File: src/rtl/mem_rd_sched_pkg.sv
// Shared data types for the memory read request path: request/status codes,
// the request-port word, requester indices and the scheduler FSM states.
package mem_rd_sched_pkg;

   localparam int NUM_MEM_REQ = 4;

   typedef logic [31:0] t_mem_addr;

   typedef enum logic [2:0] {
      MEM_RD_NONE  = 3'd0,
      MEM_RD_INSTR = 3'd1,
      MEM_RD_RNN_W = 3'd2,
      MEM_RD_DNN_W = 3'd3,
      MEM_RD_IMAGE = 3'd4
   } t_mem_rd_req_type;

   typedef enum logic [2:0] {
      MEM_RX_NONE        = 3'd0,
      MEM_RX_INSTR_VALID = 3'd1,
      MEM_RX_RNN_W_VALID = 3'd2,
      MEM_RX_DNN_W_VALID = 3'd3,
      MEM_RX_IMAGE_VALID = 3'd4
   } t_mem_rx_status;

   typedef struct packed {
      t_mem_rd_req_type req_type;
      t_mem_addr        addr;
   } t_mem_tx;

   typedef enum logic [1:0] {
      REQ_INSTR = 2'd0,
      REQ_RNN_W = 2'd1,
      REQ_DNN_W = 2'd2,
      REQ_IMAGE = 2'd3
   } t_mem_req_idx;

   typedef enum logic [1:0] {
      ST_IDLE  = 2'd0,
      ST_ISSUE = 2'd1,
      ST_WAIT  = 2'd2
   } t_sched_state;

   // Request type driven on the memory port for a given requester.
   function automatic t_mem_rd_req_type req_type_of(input t_mem_req_idx idx);
      case (idx)
         REQ_INSTR: req_type_of = MEM_RD_INSTR;
         REQ_RNN_W: req_type_of = MEM_RD_RNN_W;
         REQ_DNN_W: req_type_of = MEM_RD_DNN_W;
         REQ_IMAGE: req_type_of = MEM_RD_IMAGE;
         default:   req_type_of = MEM_RD_NONE;
      endcase
   endfunction

   // Status code that completes a request issued by a given requester.
   function automatic t_mem_rx_status rx_status_of(input t_mem_req_idx idx);
      case (idx)
         REQ_INSTR: rx_status_of = MEM_RX_INSTR_VALID;
         REQ_RNN_W: rx_status_of = MEM_RX_RNN_W_VALID;
         REQ_DNN_W: rx_status_of = MEM_RX_DNN_W_VALID;
         REQ_IMAGE: rx_status_of = MEM_RX_IMAGE_VALID;
         default:   rx_status_of = MEM_RX_NONE;
      endcase
   endfunction

   // One-hot vector selecting a single requester.
   function automatic logic [NUM_MEM_REQ-1:0] idx_onehot(input t_mem_req_idx idx);
      idx_onehot = 4'b0001 << idx;
   endfunction

endpackage

File: src/rtl/mem_rd_sched_rr_arbiter4.sv
// Combinational four-way round-robin arbiter. The search starts at the
// requester after ptr, so the last winner has the lowest priority.
module rr_arbiter4
   import mem_rd_sched_pkg::*;
(
   input  logic [NUM_MEM_REQ-1:0] req_valid,
   input  t_mem_req_idx           ptr,
   output logic [NUM_MEM_REQ-1:0] grant,
   output t_mem_req_idx           grant_idx,
   output logic                   grant_valid
);

   logic [1:0] cand_s;

   // Pick the first valid requester at ptr+1, ptr+2, ... (mod 4).
   always_comb begin
      cand_s      = 2'b00;
      grant_valid = 1'b0;
      grant_idx   = REQ_INSTR;
      for (int off = 1; off <= NUM_MEM_REQ; off++) begin
         cand_s = 2'(int'(ptr) + off);
         if (!grant_valid && req_valid[cand_s]) begin
            grant_valid = 1'b1;
            grant_idx   = t_mem_req_idx'(cand_s);
         end else begin
            grant_valid = grant_valid;
         end
      end
      if (grant_valid) begin
         grant = idx_onehot(grant_idx);
      end else begin
         grant = 4'b0000;
      end
   end

endmodule

File: src/rtl/mem_rd_sched.sv
// Read-request scheduler: shares one memory request port among four
// requesters, keeps one request outstanding and routes done/timeout back.
module mem_rd_sched
   import mem_rd_sched_pkg::*;
#(
   parameter int unsigned TIMEOUT_CYCLES = 1024
) (
   input  logic                          clk,
   input  logic                          rst_n,
   input  logic [NUM_MEM_REQ-1:0]        req_valid,
   input  logic [NUM_MEM_REQ-1:0][31:0]  req_addr,
   output logic [NUM_MEM_REQ-1:0]        req_ready,
   output logic [NUM_MEM_REQ-1:0]        rsp_done,
   output logic [NUM_MEM_REQ-1:0]        rsp_timeout,
   output t_mem_tx                       mem_tx,
   input  t_mem_rx_status                mem_rx_status,
   output logic                          busy,
   output logic                          spurious,
   input  logic                          spurious_clr
);

   // Counter must hold 0..TIMEOUT_CYCLES inclusive.
   localparam int unsigned CNT_W = (TIMEOUT_CYCLES > 0) ? $clog2(TIMEOUT_CYCLES + 1) : 1;
   localparam logic [CNT_W-1:0] CNT_LIMIT = CNT_W'(TIMEOUT_CYCLES);
   localparam logic [CNT_W-1:0] CNT_ONE   = CNT_W'(1);
   localparam logic [CNT_W-1:0] CNT_ZERO  = CNT_W'(0);
   localparam bit               TO_EN     = (TIMEOUT_CYCLES != 0);

   t_sched_state           state_r, state_nxt_s;
   t_mem_tx                mem_tx_r, mem_tx_nxt_s;
   t_mem_req_idx           owner_r, owner_nxt_s;
   t_mem_req_idx           ptr_r, ptr_nxt_s;
   logic [CNT_W-1:0]       cnt_r, cnt_nxt_s;
   logic [NUM_MEM_REQ-1:0] done_r, done_nxt_s;
   logic [NUM_MEM_REQ-1:0] timeout_r, timeout_nxt_s;
   logic                   spurious_r, spurious_nxt_s;
   logic                   spur_set_s;

   logic [NUM_MEM_REQ-1:0] grant_s;
   t_mem_req_idx           grant_idx_s;
   logic                   grant_valid_s;
   t_mem_rx_status         owner_status_s;

   rr_arbiter4 u_arb (
      .req_valid   (req_valid),
      .ptr         (ptr_r),
      .grant       (grant_s),
      .grant_idx   (grant_idx_s),
      .grant_valid (grant_valid_s)
   );

   assign owner_status_s = rx_status_of(owner_r);

   // Next-state, next-output and handshake decode for the IDLE/ISSUE/WAIT FSM.
   always_comb begin
      state_nxt_s   = state_r;
      mem_tx_nxt_s  = mem_tx_r;
      owner_nxt_s   = owner_r;
      ptr_nxt_s     = ptr_r;
      cnt_nxt_s     = cnt_r;
      done_nxt_s    = 4'b0000;
      timeout_nxt_s = 4'b0000;
      spur_set_s    = 1'b0;
      req_ready     = 4'b0000;
      case (state_r)
         ST_IDLE: begin
            // Nothing is outstanding, so any status is unsolicited.
            spur_set_s = (mem_rx_status != MEM_RX_NONE);
            if (grant_valid_s) begin
               req_ready             = grant_s;
               mem_tx_nxt_s.req_type = req_type_of(grant_idx_s);
               mem_tx_nxt_s.addr     = req_addr[grant_idx_s];
               owner_nxt_s           = grant_idx_s;
               ptr_nxt_s             = grant_idx_s;
               state_nxt_s           = ST_ISSUE;
            end else begin
               state_nxt_s = ST_IDLE;
            end
         end
         ST_ISSUE: begin
            // Memory never answers in the issue cycle.
            spur_set_s            = (mem_rx_status != MEM_RX_NONE);
            mem_tx_nxt_s.req_type = MEM_RD_NONE;
            mem_tx_nxt_s.addr     = 32'h0000_0000;
            cnt_nxt_s             = CNT_ZERO;
            state_nxt_s           = ST_WAIT;
         end
         ST_WAIT: begin
            if (mem_rx_status == owner_status_s) begin
               // A match wins even in the cycle the counter hits the limit.
               done_nxt_s  = idx_onehot(owner_r);
               state_nxt_s = ST_IDLE;
            end else begin
               spur_set_s = (mem_rx_status != MEM_RX_NONE);
               if (TO_EN && (cnt_r == CNT_LIMIT)) begin
                  timeout_nxt_s = idx_onehot(owner_r);
                  state_nxt_s   = ST_IDLE;
               end else if (TO_EN) begin
                  cnt_nxt_s   = cnt_r + CNT_ONE;
                  state_nxt_s = ST_WAIT;
               end else begin
                  state_nxt_s = ST_WAIT;
               end
            end
         end
         default: begin
            mem_tx_nxt_s.req_type = MEM_RD_NONE;
            mem_tx_nxt_s.addr     = 32'h0000_0000;
            state_nxt_s           = ST_IDLE;
         end
      endcase
      // Set has priority over clear.
      if (spur_set_s) begin
         spurious_nxt_s = 1'b1;
      end else if (spurious_clr) begin
         spurious_nxt_s = 1'b0;
      end else begin
         spurious_nxt_s = spurious_r;
      end
   end

   // State and registered outputs; reset drops any outstanding request silently.
   always_ff @(posedge clk or negedge rst_n) begin
      if (!rst_n) begin
         state_r           <= ST_IDLE;
         mem_tx_r.req_type <= MEM_RD_NONE;
         mem_tx_r.addr     <= 32'h0000_0000;
         owner_r           <= REQ_INSTR;
         ptr_r             <= REQ_IMAGE;
         cnt_r             <= CNT_ZERO;
         done_r            <= 4'b0000;
         timeout_r         <= 4'b0000;
         spurious_r        <= 1'b0;
      end else begin
         state_r    <= state_nxt_s;
         mem_tx_r   <= mem_tx_nxt_s;
         owner_r    <= owner_nxt_s;
         ptr_r      <= ptr_nxt_s;
         cnt_r      <= cnt_nxt_s;
         done_r     <= done_nxt_s;
         timeout_r  <= timeout_nxt_s;
         spurious_r <= spurious_nxt_s;
      end
   end

   assign mem_tx      = mem_tx_r;
   assign rsp_done    = done_r;
   assign rsp_timeout = timeout_r;
   assign spurious    = spurious_r;
   assign busy        = (state_r == ST_ISSUE) || (state_r == ST_WAIT);

endmodule

File: config.mk
export PLATFORM = sky130hd
export DESIGN_NAME = mem_rd_sched
export DESIGN_NICKNAME = d
export VERILOG_FILES = /design/src/rtl/mem_rd_sched_pkg.sv /design/src/rtl/mem_rd_sched_rr_arbiter4.sv /design/src/rtl/mem_rd_sched.sv
export SDC_FILE = /design/constraint.sdc
export NUM_CORES = 1
export LEC_CHECK = 0
export BUFFER_PORTS_ARGS = -buffer_cell sky130_fd_sc_hd__buf_2
export CORE_ASPECT_RATIO = 1.25
export CORE_MARGIN = 10
export CORE_UTILIZATION = 45
export CTS_BUF_LIST = sky130_fd_sc_hd__clkbuf_2
export CTS_CLUSTER_SIZE = 25
export DETAILED_ROUTE_END_ITERATION = 12
export PLACE_DENSITY = 0.9
export SLEW_MARGIN = 10
export SYNTH_ARGS = -nofsm -noshare
export SYNTH_HDL_FRONTEND = slang
export SYNTH_SLANG_ARGS = --single-unit
File: constraint.sdc
create_clock -name clk -period 2.82 [get_ports clk]
set_input_delay 0.141 -clock clk [delete_from_list [all_inputs] [get_ports clk]]
set_output_delay 0.141 -clock clk [all_outputs]
set_load 0.03 [all_outputs]
* Yosys cells after proc, flatten, opt, wreduce, memory -nomap -nowiden
Cells that the tools add are included.
** Storage, ports and cells
- Register bits after elaboration :: 61
- Bits of input ports :: 138
- Output and inout bits :: 49
- Word-level logic and storage cells :: 92
** Cells by class
- Add/subtract/negate cells :: 5
- Order comparisons :: 5
- Equal/unequal tests :: 13
- Shift operators :: 2
- Multiplexer cells :: 40
- Bitwise gates (word level) :: 1
- Reduce and logical (&&, ||, !) cells :: 17
** Operator list (count)
- $pmux W35 S2 :: 1
- $bmux W32 S2 :: 1
- $mux W35 :: 1
- $mux W32 :: 1
- $mux W4 :: 7
- $pmux W3 S4 :: 2
- $mux W11 :: 2
- $pmux W11 S2 :: 1
- $lt A2 B3 Y1 const B :: 5
- $mux W1 :: 12
- $mux W2 :: 6
- $add A11 B1 Y11 const B :: 1
- $eq A11 B11 Y1 const B :: 1
- $eq A2 B2 Y1 const B :: 5
- $bmux W1 S2 :: 4
- $shl A1 B2 Y4 const A :: 2
- $eq A2 B1 Y1 const B :: 3
- $logic_not A2 Y1 :: 3
- $ne A2 B2 Y1 const B :: 3
- $pmux W2 S3 :: 1
- $add A2 B1 Y2 const B :: 2
- $add A2 B2 Y2 const B :: 2
- $reduce_and A2 Y1 :: 2
- $reduce_bool A2 Y1 :: 2
- other kinds (9) :: 13

* Depth between registers and ports, before layout
- Depth after elaboration :: 17
- Mapped depth :: 9
- Mapped depth without buffers :: 7

* Hierarchy
From an unflattened synthesis, not the netlist that was laid out.
** Unflattened totals
- Cells, all modules :: 282
- Area, all modules :: 3627.2 um^2
** Modules (own cells, without submodules)
- mem_rd_sched :: times used 1, cells each 252, area an instance 3425.8 um^2, seq. area each 1529.0 um^2
- rr_arbiter4 :: times used 1, cells each 30, area an instance 201.4 um^2, seq. area each 0.0 um^2

* Worst setup path after synthesis
No wires, ideal clock.
- Path type :: register to output
- Start point :: register ptr_r[0]
- End point :: output req_ready[0]
- Data arrival time :: 1.972 ns
- Required time :: 2.679 ns
- Setup slack :: 0.707 ns
- Stages on the path, launching flop included :: 10
- Buffers on the path :: 3
- Cells stage by stage :: dfstp_2 -> inv_1 -> a221o_1 -> a21o_1 -> buf_6 -> inv_2 -> buf_6 -> buf_2 -> ha_1 -> and2_1
** On the way
- Longest elaborated chain between the ends :: 16
** Ends and longest elaborated chain
- start, declared :: RTL line mem_rd_sched.sv:32 : t_mem_req_idx ptr_r, ptr_nxt_s;
- start signal, assigned :: RTL line mem_rd_sched.sv:138 : ptr_r <= ptr_nxt_s;
- $add A2 B1 Y2 :: RTL line mem_rd_sched_rr_arbiter4.sv:21 : cand_s = 2'(int'(ptr) + off);
- $bmux W1 S2 :: RTL line mem_rd_sched_rr_arbiter4.sv:22 : if (!grant_valid && req_valid[cand_s]) begin
- $mux W1 (implied by the code) :: RTL line mem_rd_sched_rr_arbiter4.sv:22
- $mux W1 :: RTL line mem_rd_sched_rr_arbiter4.sv:22
- $logic_not A1 Y1 :: RTL line mem_rd_sched_rr_arbiter4.sv:22
- $logic_and A1 B1 Y1 :: RTL line mem_rd_sched_rr_arbiter4.sv:22
- $mux W1 :: RTL line mem_rd_sched_rr_arbiter4.sv:22
- $logic_not A1 Y1 :: RTL line mem_rd_sched_rr_arbiter4.sv:22
- $logic_and A1 B1 Y1 :: RTL line mem_rd_sched_rr_arbiter4.sv:22
- $mux W1 :: RTL line mem_rd_sched_rr_arbiter4.sv:22
- $logic_not A1 Y1 :: RTL line mem_rd_sched_rr_arbiter4.sv:22
- $logic_and A1 B1 Y1 :: RTL line mem_rd_sched_rr_arbiter4.sv:22
- $mux W2 :: RTL line mem_rd_sched_rr_arbiter4.sv:22
- $shl A1 B2 Y4 :: RTL line mem_rd_sched_pkg.sv:67 : idx_onehot = 4'b0001 << idx;
- $mux W4 (*) :: RTL line mem_rd_sched.sv:69 : if (grant_valid_s) begin
- $mux W4 (*) :: RTL line mem_rd_sched.sv:65 : case (state_r)
- end, declared :: RTL line mem_rd_sched.sv:12 : output logic [NUM_MEM_REQ-1:0] req_ready,
Every way passes the cells marked *; elsewhere a longest branch is shown, timed or not. The select of a mux whose other input is x is not followed.

* Worst setup path after layout
- Start point :: register ptr_r[0]
- End point :: register mem_tx_r, in the netlist mem_tx[7]
** On the way
- Longest elaborated chain between the ends :: 17
** Ends and longest elaborated chain
- $add A2 B1 Y2 :: RTL line mem_rd_sched_rr_arbiter4.sv:21
- $bmux W1 S2 :: RTL line mem_rd_sched_rr_arbiter4.sv:22
- $mux W1 (implied by the code) :: RTL line mem_rd_sched_rr_arbiter4.sv:22
- $mux W1 :: RTL line mem_rd_sched_rr_arbiter4.sv:22
- $logic_not A1 Y1 :: RTL line mem_rd_sched_rr_arbiter4.sv:22
- $logic_and A1 B1 Y1 :: RTL line mem_rd_sched_rr_arbiter4.sv:22
- $mux W1 :: RTL line mem_rd_sched_rr_arbiter4.sv:22
- $logic_not A1 Y1 :: RTL line mem_rd_sched_rr_arbiter4.sv:22
- $logic_and A1 B1 Y1 :: RTL line mem_rd_sched_rr_arbiter4.sv:22
- $mux W1 :: RTL line mem_rd_sched_rr_arbiter4.sv:22
- $logic_not A1 Y1 :: RTL line mem_rd_sched_rr_arbiter4.sv:22
- $logic_and A1 B1 Y1 :: RTL line mem_rd_sched_rr_arbiter4.sv:22
- $mux W2 :: RTL line mem_rd_sched_rr_arbiter4.sv:22
- $bmux W32 S2 :: RTL line mem_rd_sched.sv:72 : mem_tx_nxt_s.addr = req_addr[grant_idx_s];
- $mux W32 (implied by the code) :: RTL line mem_rd_sched.sv:72
- $mux W35 :: RTL line mem_rd_sched.sv:69
- $pmux W35 S2 :: RTL line mem_rd_sched.sv:65
- end signal, assigned :: RTL line mem_rd_sched.sv:136 : mem_tx_r <= mem_tx_nxt_s;
- end, declared :: RTL line mem_rd_sched.sv:30 : t_mem_tx mem_tx_r, mem_tx_nxt_s;
Several ways; a longest one is shown, not always the timed one. The select of a mux whose other input is x is not followed.
A chain may end at the register's enable or synchronous reset.

==> flow_metrics.env <==
export IMPL_async_flop_share_pct=100
export IMPL_num_fill_cells=605
export IMPL_grt_max_degree=61
export IMPL_cp_cell_sequence="inv_1 > a221o_1 > a21o_4 > inv_2 > buf_12 > mux2i_1 > o211ai_1 > dlygate4sd3_1"
export IMPL_yosysSeqAreaShare_pct=42.1
export IMPL_cts_root_buf="clkbuf_2"
export IMPL_ant_nets=0
export IMPL_clock_sinks=61
export IMPL_cp_startpoint="ptr_r[0]$_DFFE_PN1P_"
export IMPL_wire_per_inst_um=20.1
export IMPL_dp_slack_ns=0.436
export IMPL_critPathRequiredTime_ns=3.21
export IMPL_peakVddDrop_uv=533
export IMPL_grt_pass1_wl_um=21900
export IMPL_grt_antenna_before_repair=2
export IMPL_area_growth_pct=48.4
export IMPL_grtUsageTotal_pct=22.5
export IMPL_p_leak_uw=0.00275
export IMPL_yosysUniqueCellTypes=45
export IMPL_end_kind="register"
export IMPL_min_delay_start="mem_rx_status[2]"
export IMPL_synth_main_ff_cell="dfrtp_1"
export IMPL_synth_avg_cell_area_um2=10.4
export IMPL_cp_top_family="buffers and inverters"
export IMPL_yosysMostFrequentCell="dfrtp_1"
export IMPL_slew_viol_final=0
export IMPL_ys_top_cells_by_count="dfrtp_1 (59), nand3_1 (39), mux2i_1 (34)"
export IMPL_timing_final_crit_period_ns=2.70
export IMPL_avgViaCountPerCell=5.77
export IMPL_hp_class="primary input to register"
export IMPL_grt_ovfl_total=0
export IMPL_max_freq_ghz=0.370
export IMPL_die_area_um2=12100
export IMPL_worst_path_max_delay_cell="dfstp_2"
export IMPL_r2r_end="mem_tx[7]$_DFFE_PN0P_"
export IMPL_ys_top_cells_by_area="dfrtp_1 (41%), mux2i_1 (9.4%), a32oi_1 (7.7%)"
export IMPL_cts_max_level=3
export IMPL_p_per_area_nw_per_um2=937
export IMPL_drt_iter0_markers=252
export IMPL_place_hpwl_um=9620
export IMPL_start_util_pct=46.4
export IMPL_fin_crit_sh_pct=95.8
export IMPL_status="complete, no violations"
export IMPL_path_clk_slew_ns=0.17
export IMPL_crit_buf_inv=4
export IMPL_core_area_um2=7840
export IMPL_maxCapViolCount=0
export IMPL_synth_top_area_share_pct=40.6
export IMPL_drive_gt1_share_pct=36.7
export IMPL_clkLatencyLatePin_ns=0.51
export IMPL_worst_ep_arrival_time_ns=3.10
export IMPL_synth_top_area_cell="dfrtp_1"
export IMPL_num_io_pins=187
export IMPL_crit_path_start_kind="register"
export IMPL_totalWireLength_um=13900
export IMPL_clk_path_buf_depth=2
export IMPL_synth_edf_count=0
export IMPL_netlist_area_um2=3630
export IMPL_die_w_um=100
export IMPL_yosysWarnings=0
export IMPL_multi_input_area_um2=1880
export IMPL_cp_max_fo=46
export IMPL_endpoint="mem_tx[7]$_DFFE_PN0P_"
export IMPL_timing_final_ws_setup_ns=0.120
export IMPL_rrSetupSlack_ns=0.12
export IMPL_std_cell_rows=36
export IMPL_slowest_delay_ns=0.58
export IMPL_cp_num_cells=8
export IMPL_holdPathStages=3
export IMPL_place_gp_congestion=0.862
export IMPL_port_buffers=186
export IMPL_layout_nets=745
export IMPL_first_global_vias=4411
export IMPL_die_y_um=120
export IMPL_clock_skew_ns=0.0301
export IMPL_syn_instance_count=348
export IMPL_relSlewSlack_pct=54.3
export IMPL_hold_violations=0
export IMPL_dr_pass1_iters=5
export IMPL_yosys_register_bits=61
export IMPL_drc=0
export IMPL_seqCellArea_um2=1530
export IMPL_cts_tree="done"
export IMPL_synth_nets=502
export IMPL_r2r_worst_path_cells=8
export IMPL_cts_made_buffers=9
export IMPL_critPathKind="register to register"
export IMPL_finalSetupViolations=0
export IMPL_worstMarginPinSlew_ns=0.685
export IMPL_reg2reg_from="ptr_r[0]$_DFFE_PN1P_"
export IMPL_vias=4002
export IMPL_setup_tns_ns=0
export IMPL_rsz0062_at_grt="no"
-- stage by stage --
stage / cell area [um2] / hold WS [ns] / util, % / std cells / power, uW
finish: 5390 / 0.0446 / 68.8 / 693 / 5050
global route: 5390 / 0.0636 / 68.8 / 693 / 5400
CTS: 5370 / 0.0207 / 68.5 / 690 / 4990
detailed placement: 4580 / 0.211 / 58.4 / 608 / 3920
global placement: 4580 / 0.200 / 58.4 / 608 / 3810
floorplan: 3630 / -0.155 / - / 348 / 3280
-- final cells by class --
| class | count | share of cell area, % |
|---|---|---|
| multi-input cells | 245 | 34.8 |
| repair buffers | 261 | 31.3 |
| flip-flops and latches | 61 | 28.4 |
| well taps | 95 | 2.20 |
| clock inverters | 6 | 1.44 |
| clock buffers | 10 | 0.928 |
| inverters | 13 | 0.905 |
| diodes | 2 | 0.0928 |
-- power breakdown --
part           leakage (uW)  total [uW]  switching (uW)  internal (uW)
clock network     0.0000808         625             336            289
registers          0.000805        1320             190           1130
logic               0.00187        3100            1770           1340
-- cells by family (layout without fill, tap and decap cells) --
family | after synthesis | after routing | share of synthesized area, %
AOI/OAI and AO/OA | 88 | 88 | 19.3
xor gates and xnor gates | 6 | 6 | 1.45
adders and majority gates | 16 | 16 | 5.51
buffers and inverters | 42 | 290 | 6.78
DFF | 61 | 61 | 42.1
muxes | 36 | 36 | 9.99
other | 0 | 2 | 0
and+or+nand+nor | 99 | 99 | 14.9
-- metal layers --
layer	routed length, um	track usage, %	share of wire [%]	vias to the layer above
li1	-	-	-	1819
met1	4990	24.1	36	1926
met2	7130	37.7	51	198
met3	1040	6.72	7.5	59
met4	744	14.5	5.4	0
met5	0	0	0	-
-- worst min-delay path by stage --
stage,endpoint,slack (ns)
global route,spurious$_DFFE_PN0P_,0.06
CTS,spurious$_DFFE_PN0P_,0.02
floorplan,cnt_r[0]$_DFFE_PN0P_,-0.15
detailed placement,cnt_r[8]$_DFFE_PN0P_,0.21
finish,spurious$_DFFE_PN0P_,0.04
global placement,cnt_r[7]$_DFFE_PN0P_,0.20
-- worst min-delay path: cells and delay by family --
family	cells	cell delay (ns)
compound gates	1	0.12
simple gates	1	0.15
buf+inv	1	0.11
-- flip-flops by register name, indices dropped and copies added (netlist names) --
name / cells
mem_tx: 35
ptr_r: 2
rsp_timeout: 4
rsp_done: 4
owner_r: 2
spurious: 1
state_r: 2
cnt_r: 11
-- layout by cell type (no fill, tap or decap), types with 3 or more instances in the layout --
master / count
inv_1: 12
clkbuf_2: 10
o211ai_1: 31
nand2_1: 8
nand2b_1: 4
mux2i_1: 34
ha_1: 16
buf_4: 6
and2_1: 13
nand4_1: 5
dlygate4sd3_1: 66
xnor2_1: 4
a32oi_1: 32
nand3_1: 39
nor3_1: 4
o21ai_0: 3
buf_2: 186
dfrtp_1: 59
nor2_1: 9
a21oi_1: 4
a22o_1: 6
nor4_1: 3
nor3b_1: 3
-- timing repair --
| action | in CTS | in global routing |
|---|---|---|
| endpoints found under the hold margin | 61 | 0 |
| pin swaps | 0 | 1 |
| hold buffers | 66 | 0 |
| buffers inserted | 0 | 1 |
| resized for setup | 2 | 3 |
| endpoints found under the setup margin | 3 | 35 |
(Power assumes the default switching activity.)
